### src/rtl/count_timer_mc_pkg.sv
// Shared mode and direction encodings for the multi-channel timer.
package count_timer_mc_pkg;

  typedef enum logic [1:0] {
    MODE_UP      = 2'b00,
    MODE_DN      = 2'b01,
    MODE_UPDN    = 2'b10,
    MODE_ONESHOT = 2'b11
  } mode_e;

  typedef enum logic {
    DIR_UP   = 1'b0,
    DIR_DOWN = 1'b1
  } dir_e;

endpackage

### src/rtl/count_timer_ch.sv
// One timer channel: count, direction, terminal/compare events and PWM,
// advanced by a shared prescaler tick.
module count_timer_ch
  import count_timer_mc_pkg::*;
#(
  parameter int WIDTH = 16
) (
  input  logic             i_clk,
  input  logic             i_rst,
  input  logic             i_tick,
  input  logic             i_en,
  input  logic [1:0]       i_mode,
  input  logic             i_load,
  input  logic [WIDTH-1:0] i_load_value,
  input  logic [WIDTH-1:0] i_period,
  input  logic [WIDTH-1:0] i_compare,
  output logic [WIDTH-1:0] o_count,
  output logic             o_ovf,
  output logic             o_cmp_match,
  output logic             o_pwm_out
);

  logic [WIDTH-1:0] r_count;
  dir_e             r_dir;
  logic             r_ovf;
  logic             r_cmp;
  logic             r_pwm;

  logic [WIDTH-1:0] w_next_count;
  dir_e             w_next_dir;
  logic             w_ovf;
  logic             w_cmp;
  logic             w_step;

  always_comb begin
    w_next_count = r_count;
    w_next_dir   = r_dir;
    w_ovf        = 1'b0;
    w_step       = i_tick & i_en & ~i_load;
    if (i_load) begin
      w_next_count = i_load_value;
      w_next_dir   = DIR_UP;
    end else if (w_step) begin
      case (i_mode)
        MODE_UP: begin
          if (r_count >= i_period) begin
            w_next_count = '0;
            w_ovf        = 1'b1;
          end else begin
            w_next_count = r_count + 1'b1;
          end
        end
        MODE_DN: begin
          if (r_count == '0) begin
            w_next_count = i_period;
            w_ovf        = 1'b1;
          end else begin
            w_next_count = r_count - 1'b1;
          end
        end
        MODE_UPDN: begin
          // A zero period collapses the triangle to a stuck-at-zero counter that
          // reports a terminal event on every step.
          if (i_period == '0) begin
            w_next_count = '0;
            w_next_dir   = DIR_UP;
            w_ovf        = 1'b1;
          end else if (r_dir == DIR_UP) begin
            if (r_count >= i_period) begin
              w_next_dir   = DIR_DOWN;
              w_next_count = i_period - 1'b1;
            end else begin
              w_next_count = r_count + 1'b1;
            end
          end else begin
            if (r_count == '0) begin
              w_next_dir   = DIR_UP;
              w_next_count = WIDTH'(1);
              w_ovf        = 1'b1;
            end else begin
              w_next_count = r_count - 1'b1;
            end
          end
        end
        default: begin
          if (r_count == WIDTH'(1)) begin
            w_next_count = '0;
            w_ovf        = 1'b1;
          end else if (r_count != '0) begin
            w_next_count = r_count - 1'b1;
          end
        end
      endcase
    end
    if (i_mode != MODE_UPDN) begin
      w_next_dir = DIR_UP;
    end
    w_cmp = w_step && (w_next_count == i_compare);
  end

  // PWM compares the count currently held, so it trails the count by one clock.
  always_ff @(posedge i_clk) begin
    if (!i_rst) begin
      r_count <= '0;
      r_dir   <= DIR_UP;
      r_ovf   <= 1'b0;
      r_cmp   <= 1'b0;
      r_pwm   <= 1'b0;
    end else begin
      r_count <= w_next_count;
      r_dir   <= w_next_dir;
      r_ovf   <= w_ovf;
      r_cmp   <= w_cmp;
      r_pwm   <= (r_count < i_compare);
    end
  end

  assign o_count     = r_count;
  assign o_ovf       = r_ovf;
  assign o_cmp_match = r_cmp;
  assign o_pwm_out   = r_pwm;

endmodule

### src/rtl/count_timer_mc.sv
// Multi-channel timer/counter: one free-running prescaler feeding CHANNELS
// independent count_timer_ch instances.
module count_timer_mc
  import count_timer_mc_pkg::*;
#(
  parameter int WIDTH       = 16,
  parameter int CHANNELS    = 4,
  parameter int PRESC_WIDTH = 8
) (
  input  logic                      clk,
  input  logic                      rst,
  input  logic [PRESC_WIDTH-1:0]    presc,
  input  logic [CHANNELS-1:0]       en,
  input  logic [2*CHANNELS-1:0]     mode,
  input  logic [CHANNELS-1:0]       load,
  input  logic [WIDTH*CHANNELS-1:0] load_value,
  input  logic [WIDTH*CHANNELS-1:0] period,
  input  logic [WIDTH*CHANNELS-1:0] compare,
  output logic [WIDTH*CHANNELS-1:0] count,
  output logic [CHANNELS-1:0]       ovf,
  output logic [CHANNELS-1:0]       cmp_match,
  output logic [CHANNELS-1:0]       pwm_out
);

  logic [PRESC_WIDTH-1:0] r_presc_cnt;
  logic                   w_tick;

  assign w_tick = (r_presc_cnt == presc);

  // Equality match means a lowered presc lets the counter run on and wrap to 0.
  always_ff @(posedge clk) begin
    if (!rst) begin
      r_presc_cnt <= '0;
    end else if (w_tick) begin
      r_presc_cnt <= '0;
    end else begin
      r_presc_cnt <= r_presc_cnt + 1'b1;
    end
  end

  for (genvar g = 0; g < CHANNELS; g++) begin : g_ch
    count_timer_ch #(
      .WIDTH(WIDTH)
    ) u_ch (
      .i_clk       (clk),
      .i_rst       (rst),
      .i_tick      (w_tick),
      .i_en        (en[g]),
      .i_mode      (mode[2*g +: 2]),
      .i_load      (load[g]),
      .i_load_value(load_value[WIDTH*g +: WIDTH]),
      .i_period    (period[WIDTH*g +: WIDTH]),
      .i_compare   (compare[WIDTH*g +: WIDTH]),
      .o_count     (count[WIDTH*g +: WIDTH]),
      .o_ovf       (ovf[g]),
      .o_cmp_match (cmp_match[g]),
      .o_pwm_out   (pwm_out[g])
    );
  end

endmodule
### config.mk
export PLATFORM = sky130hd
export DESIGN_NAME = count_timer_mc
export DESIGN_NICKNAME = d
export VERILOG_FILES = /design/src/rtl/count_timer_mc_pkg.sv /design/src/rtl/count_timer_ch.sv /design/src/rtl/count_timer_mc.sv
export SDC_FILE = /design/constraint.sdc
export NUM_CORES = 1
export LEC_CHECK = 0
export ABC_CLOCK_PERIOD_IN_PS = 13800
export CORE_ASPECT_RATIO = 1.4
export CORE_MARGIN = 1
export CORE_UTILIZATION = 50
export CTS_CLUSTER_SIZE = 25
export DETAILED_ROUTE_END_ITERATION = 10
export PLACE_DENSITY = 0.76
export SYNTH_ARGS = -nofsm -noshare
export SYNTH_HDL_FRONTEND = slang
export SYNTH_HIERARCHICAL = 1
export SYNTH_SLANG_ARGS = --single-unit
### constraint.sdc
create_clock -name clk -period 13.8 [get_ports clk]
set_input_delay 2.76 -clock clk [delete_from_list [all_inputs] [get_ports clk]]
set_output_delay 2.76 -clock clk [all_outputs]
set_load 0.05 [all_outputs]
# After elaboration in Yosys (flattened, before gate mapping)
# Index checks and enable logic that the tools add are counted.
[totals]
register_bits = 88
latchBits = 0
ram_bits = 0
input_bits = 218
mem_bits_ro = 0
mem_count = 0
wordCells = 193
[classes]
n_reduce_logical = 33
magnitude_cmp = 8
shifts = 0
n_eq_ne = 21
n_div = 0
n_mul = 0
n_addsub = 13
mux = 80
bitwise = 17
[ops]
columns = ["operator", "n"]
rows = [
  ["$mux 16", 40],
  ["$pmux 16 s3", 4],
  ["$logic_not 16->1", 8],
  ["$sub 16x1->16 const B", 8],
  ["$add 16x1->16 const B", 4],
  ["$eq 16x1->1 const B", 4],
  ["$eq 16x16->1", 4],
  ["$ge 16x16->1", 4],
  ["$lt 16x16->1", 4],
  ["$reduce_bool 16->1", 4],
  ["$mux 1", 32],
  ["$reduce_or 3->1", 8],
  ["$pmux 1 s3", 4],
  ["$not 1->1", 9],
  ["$add 8x1->8 const B", 1],
  ["$and 1x1->1", 8],
  ["$eq 2x1->1 const B", 4],
  ["$eq 2x2->1 const B", 4],
  ["$eq 8x8->1", 1],
  ["$logic_not 2->1", 4],
  ["$ne 2x2->1 const B", 4],
  ["$reduce_and 2->1", 4],
  ["$logic_and 1x1->1", 4],
  ["$reduce_or 2->1", 1],
]

# Logic depth before layout (Yosys ltp)
[depth]
word_depth = 9
ltp_mapped = 20

# By module
# The synthesis kept the hierarchy.
[by_module_without_submodules]
columns = ["module", "cells_each", "instances", "area_per_inst_um2"]
rows = [
  ["count_timer_ch (g_ch[3].u_ch)", 615, 1, 4404.2],
  ["count_timer_ch (g_ch[0].u_ch)", 629, 1, 4393.0],
  ["count_timer_ch (g_ch[2].u_ch)", 587, 1, 4177.8],
  ["count_timer_ch (g_ch[1].u_ch)", 583, 1, 4121.5],
  ["count_timer_mc", 44, 1, 446.7],
]

# Worst setup path before layout
# Ideal clock, no wire load.
[synth_timing]
path_kind = "input to register"
from = "input presc[5]"
to = "register g_ch[2].u_ch.r_cmp"
setup_slack_ns = 7.321
stages = 14
path_buffers = 1
arrival_ns = 6.391
path_cell_list = "xor2_1 -> nor4_2 -> and2_1 -> and2_1 -> clkbuf_1 -> o21ai_0 -> o21ai_0 -> a31oi_2 -> a221o_1 -> a221o_1 -> or4_1 -> a2111oi_2 -> nand4_1 -> nor4_2"
[synth_via]
elab_chain_cells = 7
[synth_lines]
columns = ["element", "line_no", "source"]
rows = [
  ["from (decl)", "count_timer_mc.sv:12", "input logic [PRESC_WIDTH-1:0] presc,"],
  ["$eq 8x8->1 *", "count_timer_mc.sv:28", "assign w_tick = (r_presc_cnt == presc);"],
  ["named net w_tick", "count_timer_mc.sv:26", "logic w_tick;"],
  ["$and 1x1->1 * (2 in a row)", "count_timer_ch.sv:39", "w_step = i_tick & i_en & ~i_load;"],
  ["$mux 16", "count_timer_ch.sv:43", "end else if (w_step) begin"],
  ["$mux 16", "count_timer_ch.sv:40", "if (i_load) begin"],
  ["$eq 16x16->1", "count_timer_ch.sv:98", "w_cmp = w_step && (w_next_count == i_compare);"],
  ["$logic_and 1x1->1 *", "count_timer_ch.sv:98", ""],
  ["to (signal assigned)", "count_timer_ch.sv:113", "r_cmp <= w_cmp;"],
  ["to (decl)", "count_timer_ch.sv:26", "logic r_cmp;"],
]
# Mark *: on every way through the listed nets, which the timed path passes. The rest lies on a longest branch.
# A chain may end at the register's enable or synchronous reset.

# Final worst setup path
[layout_timing]
from = "input presc[5]"
to = "register g_ch[0].u_ch.r_cmp"
[layout_via]
elab_chain_cells = 7
[layout_lines]
columns = ["element", "line_no"]
rows = [
  ["$eq 8x8->1 *", "count_timer_mc.sv:28"],
  ["named net w_tick", "count_timer_mc.sv:26"],
  ["$and 1x1->1 * (2 in a row)", "count_timer_ch.sv:39"],
  ["$mux 16", "count_timer_ch.sv:43"],
  ["$mux 16", "count_timer_ch.sv:40"],
  ["$eq 16x16->1", "count_timer_ch.sv:98"],
  ["$logic_and 1x1->1 *", "count_timer_ch.sv:98"],
  ["to (signal assigned)", "count_timer_ch.sv:113"],
  ["to (decl)", "count_timer_ch.sv:26"],
]
# Marked as above.

==> summary.md <==
| Metric | Value |
|---|---|
| Status | completed |
| Max-Cap Viols | 0 |
| CTS Sinks | just under 90 |
| Placed instance count | ~3,000 |
| Worst-path clk slew | roughly 0.070 ns |
| Root buffer cell | clkbuf_16 |
| Async SR Flop Fraction | 0 |
| WP data arrival | a little under 8 ns |
| Clock Latency Late Sink | just under 0.4 ns |
| Initial antenna violation count | 1 |
| CTS resizes | 0 |
| RSZ-0062 raised after global routing | no |
| Setup slack, reg-to-reg | between 8 and 9 ns |
| Minimum clock period after layout | ~7.6 ns |
| Post-synth top flop | dfxtp_1 |
| Synth unique cells | around 120 |
| Worst Path Required | 14.12 ns |
| # nets final | roughly 3,000 |
| Placer congestion estimate | roughly 1.1 |
| Antenna Nets Post-Route | 0 |
| Layout cell share with drive strength beyond 1 | 0.0649 |
| Antenna cells | 0 |
| Final Power | around 1.3 mW |
| Critical path peak fanout | 11 |
| Routed length per instance | approximately 27 um |
| Tcrit/Tclk final | 0.554 |
| CP top delay family | simple AND/OR/NAND/NOR gates |
| Hold-fix buffers at CTS | 0 |
| IO Count | slightly below 300 |
| DP HPWL | around 63 mm |
| Achievable Freq | about 130 MHz |
| List of most frequent post-synthesis cells | nand2_1 (202), nor2_1 (200), a21oi_1 (177) |
| Critical path type | in -> reg |
| GRT Util Overall | 0.451 |
| First-iteration detailed-routing DRC count | around 3,000 |
| Chip width | ~160 um |
| Worst hold path class | reg -> reg |
| Crit path capture type | flip-flop |
| Yosys warning total | 6 |
| Initial core utilization | 0.511 |
| Synth area leader | ha_1 |
| FILL cells | between 3,000 and 4,000 |
| Synthesized flop and latch total | 88 |
| Non-filler cells, final | just over 3,000 |
| H-tree Lvls | 3 |
| Setup WS post-layout | approximately 6.2 ns |
| Synth area leaders | ha_1 (11%), dfxtp_1 (10%), xnor2_1 (5.6%) |
| Slowest stage cell, crit path | nor4_2 |
| CTS max path bufs | 2 |
| Max Clock Skew | 0.0224 ns |
| Core ar. | roughly 34,000 um2 |
| Synth Area per Inst | ~7.1 um2 |
| Die area | around 36,000 um2 |
| I/O Buffers | just under 300 |
| Crit path buf inv count | 1 |
| EDFF count, synth | 0 |
| Top-count cell post-synth | nand2_1 |
| Routed via count | approximately 22,000 |
| Share of the synthesized area in the top cell type | 0.106 |
| Total congestion overflow | 0 |
| Worst vdd ir | 0.0000618 V |
| Final setup fails | 0 |
| Slew HR | 0.0871 |
| Die Height | 224 um |
| Number of global-route vias before repair | 21,278 |
| Residual DRC | 0 |
| Setup TNS | 0 ns |
| Worst slew pin tran | 1.36 ns |
| Pleak | between 8 and 9 nW |
| Area Overhead vs Synth | 18.2% |
| Syn Inst Count | about 2,500 |
| Largest net degree at the start of global routing | 41 |
| Final Max Slew Viols | 0 |
| Final WL | 84.0 mm |
| Power density over cell area | 63.6 nW/um2 |
| # rows | 80 |
| Synth Cell Area | 17,500 um2 |
| Register area share after synthesis | 0.100 |
| Final Hold Viols | 0 |
| Via density | approximately 7.2 |
| First-pass GRT wire length | between 100 and 150 mm |
| Crit-path cells | clkdlybuf4s50_1 > xor2_1 > nor4_2 > and2_1 > and2_1 > nand2_1 > nor2_1 > o21ai_0 > nand2_1 > or4_1 > nand4_1 > or4_1 > nor4_1 > o2111a_1 |
| CTS buffer count | 9 |
| DRT Pass-1 Iters | 8 |
| Syn_nets | between 2,000 and 3,000 |
| CTS tree | done |
| DP Worst Slack | approximately 6.0 ns |
| Worst setup SP type | input pin |
| Setup repair bufs after CTS | 0 |
| Crit-path max cell delay | slightly above 0.8 ns |
==> layout by cell type, fill, tap and decap left out, types with 17 or more instances in the layout <==
| master | Yosys | final |
|---|---|---|
| xnor2_1 | 112 | 112 |
| ha_1 | 149 | 149 |
| nor4_1 | 40 | 40 |
| nor4_2 | 17 | 17 |
| o31ai_1 | 28 | 28 |
| a211oi_1 | 55 | 55 |
| or3_1 | 27 | 27 |
| a31oi_1 | 41 | 41 |
| and3_1 | 29 | 29 |
| clkdlybuf4s50_1 | 0 | 292 |
| o21ai_0 | 111 | 111 |
| nor3_1 | 105 | 105 |
| mux2i_1 | 26 | 26 |
| a21oi_1 | 177 | 177 |
| o21a_1 | 17 | 17 |
| and4_1 | 22 | 22 |
| inv_1 | 163 | 163 |
| nand2_1 | 202 | 202 |
| nand4_1 | 60 | 60 |
| a21o_1 | 38 | 38 |
| dfxtp_1 | 88 | 88 |
| buf_4 | 10 | 37 |
| nand3_1 | 88 | 88 |
| and2_1 | 25 | 25 |
| o211ai_1 | 36 | 36 |
| xor2_1 | 60 | 60 |
| nor2_1 | 200 | 200 |
==> layer usage <==
layer,part of all wire,GRT usage
met1,0.36,0.534
met4,0.082,0.326
met5,0.00014,0
met2,0.44,0.722
met3,0.12,0.0950
==> worst paths after layout <==
check / from / end / cells after the start
min reg2reg: r_presc_cnt[0] / r_presc_cnt[0] / 1
min: r_presc_cnt[0] / r_presc_cnt[0] / 1
max reg2reg: r_presc_cnt[5] / g_ch[0].u_ch/o_cmp_match / 13
max: presc[5] / g_ch[0].u_ch/o_cmp_match / 14
==> sequential cells by signal, indices dropped and copies added, names as in the netlist <==
name and count:
g_ch.u_ch/o_ovf 4, r_presc_cnt 8, g_ch.u_ch/r_dir 4, g_ch.u_ch/o_pwm_out 4, g_ch.u_ch/o_cmp_match 4, g_ch.u_ch/o_count 64
==> final cells by class <==
class | instances | area, um2 | share of cell area
clock buffers | 9 | 225 | 0.0109
well taps | 451 | 564 | 0.0272
repair buffers | 330 | 3210 | 0.155
inverters | 170 | 641 | 0.0309
multi-input cells | 2046 | 14200 | 0.687
flip-flops and latches | 88 | 1760 | 0.0850
clock inverters | 7 | 103 | 0.00495
==> worst reg2reg max path, cell delays in order (launching register included) <==
cell	delay (ns)
dfxtp_1	0.38
xor2_1	0.19
nor4_2	0.81
and2_1	0.73
and2_1	0.56
nand2_1	0.34
nor2_1	0.45
o21ai_0	0.19
nand2_1	0.16
or4_1	0.13
nand4_1	0.17
or4_1	0.57
nor4_1	0.29
o2111a_1	0.24
==> kinds of logic (layout without fill, tap and decap cells) <==
| logic type | Yosys count | after routing | share of synthesized area |
|---|---|---|---|
| buf+inv | 324 | 516 | 0.0884 |
| simple gates | 944 | 944 | 0.298 |
| xor+xnor | 173 | 173 | 0.0868 |
| fa+ha+maj | 149 | 149 | 0.106 |
| mux | 33 | 33 | 0.0193 |
| compound gates | 747 | 747 | 0.301 |
| flops | 88 | 88 | 0.100 |
==> stage by stage <==
stage | hold slack, ns | area, um2 | util
3_5_place_dp | 0.534 | 20400 | 0.594
4_1_cts | 0.547 | 20700 | 0.604
5_1_grt | 0.561 | 20700 | 0.604
2_1_floorplan | 0.486 | 17500 | -
3_3_place_gp | 0.535 | 20400 | 0.594
6_report | 0.548 | 20700 | 0.604
==> where the power goes <==
part | switching, mW | leakage, nW | internal (mW)
Clock | 0.135 | 0.162 | 0.162
Sequential | 0.0508 | 0.724 | 0.268
Combinational | 0.435 | 7.19 | 0.268
No activity file was read; power rests on OpenSTA's default activity.
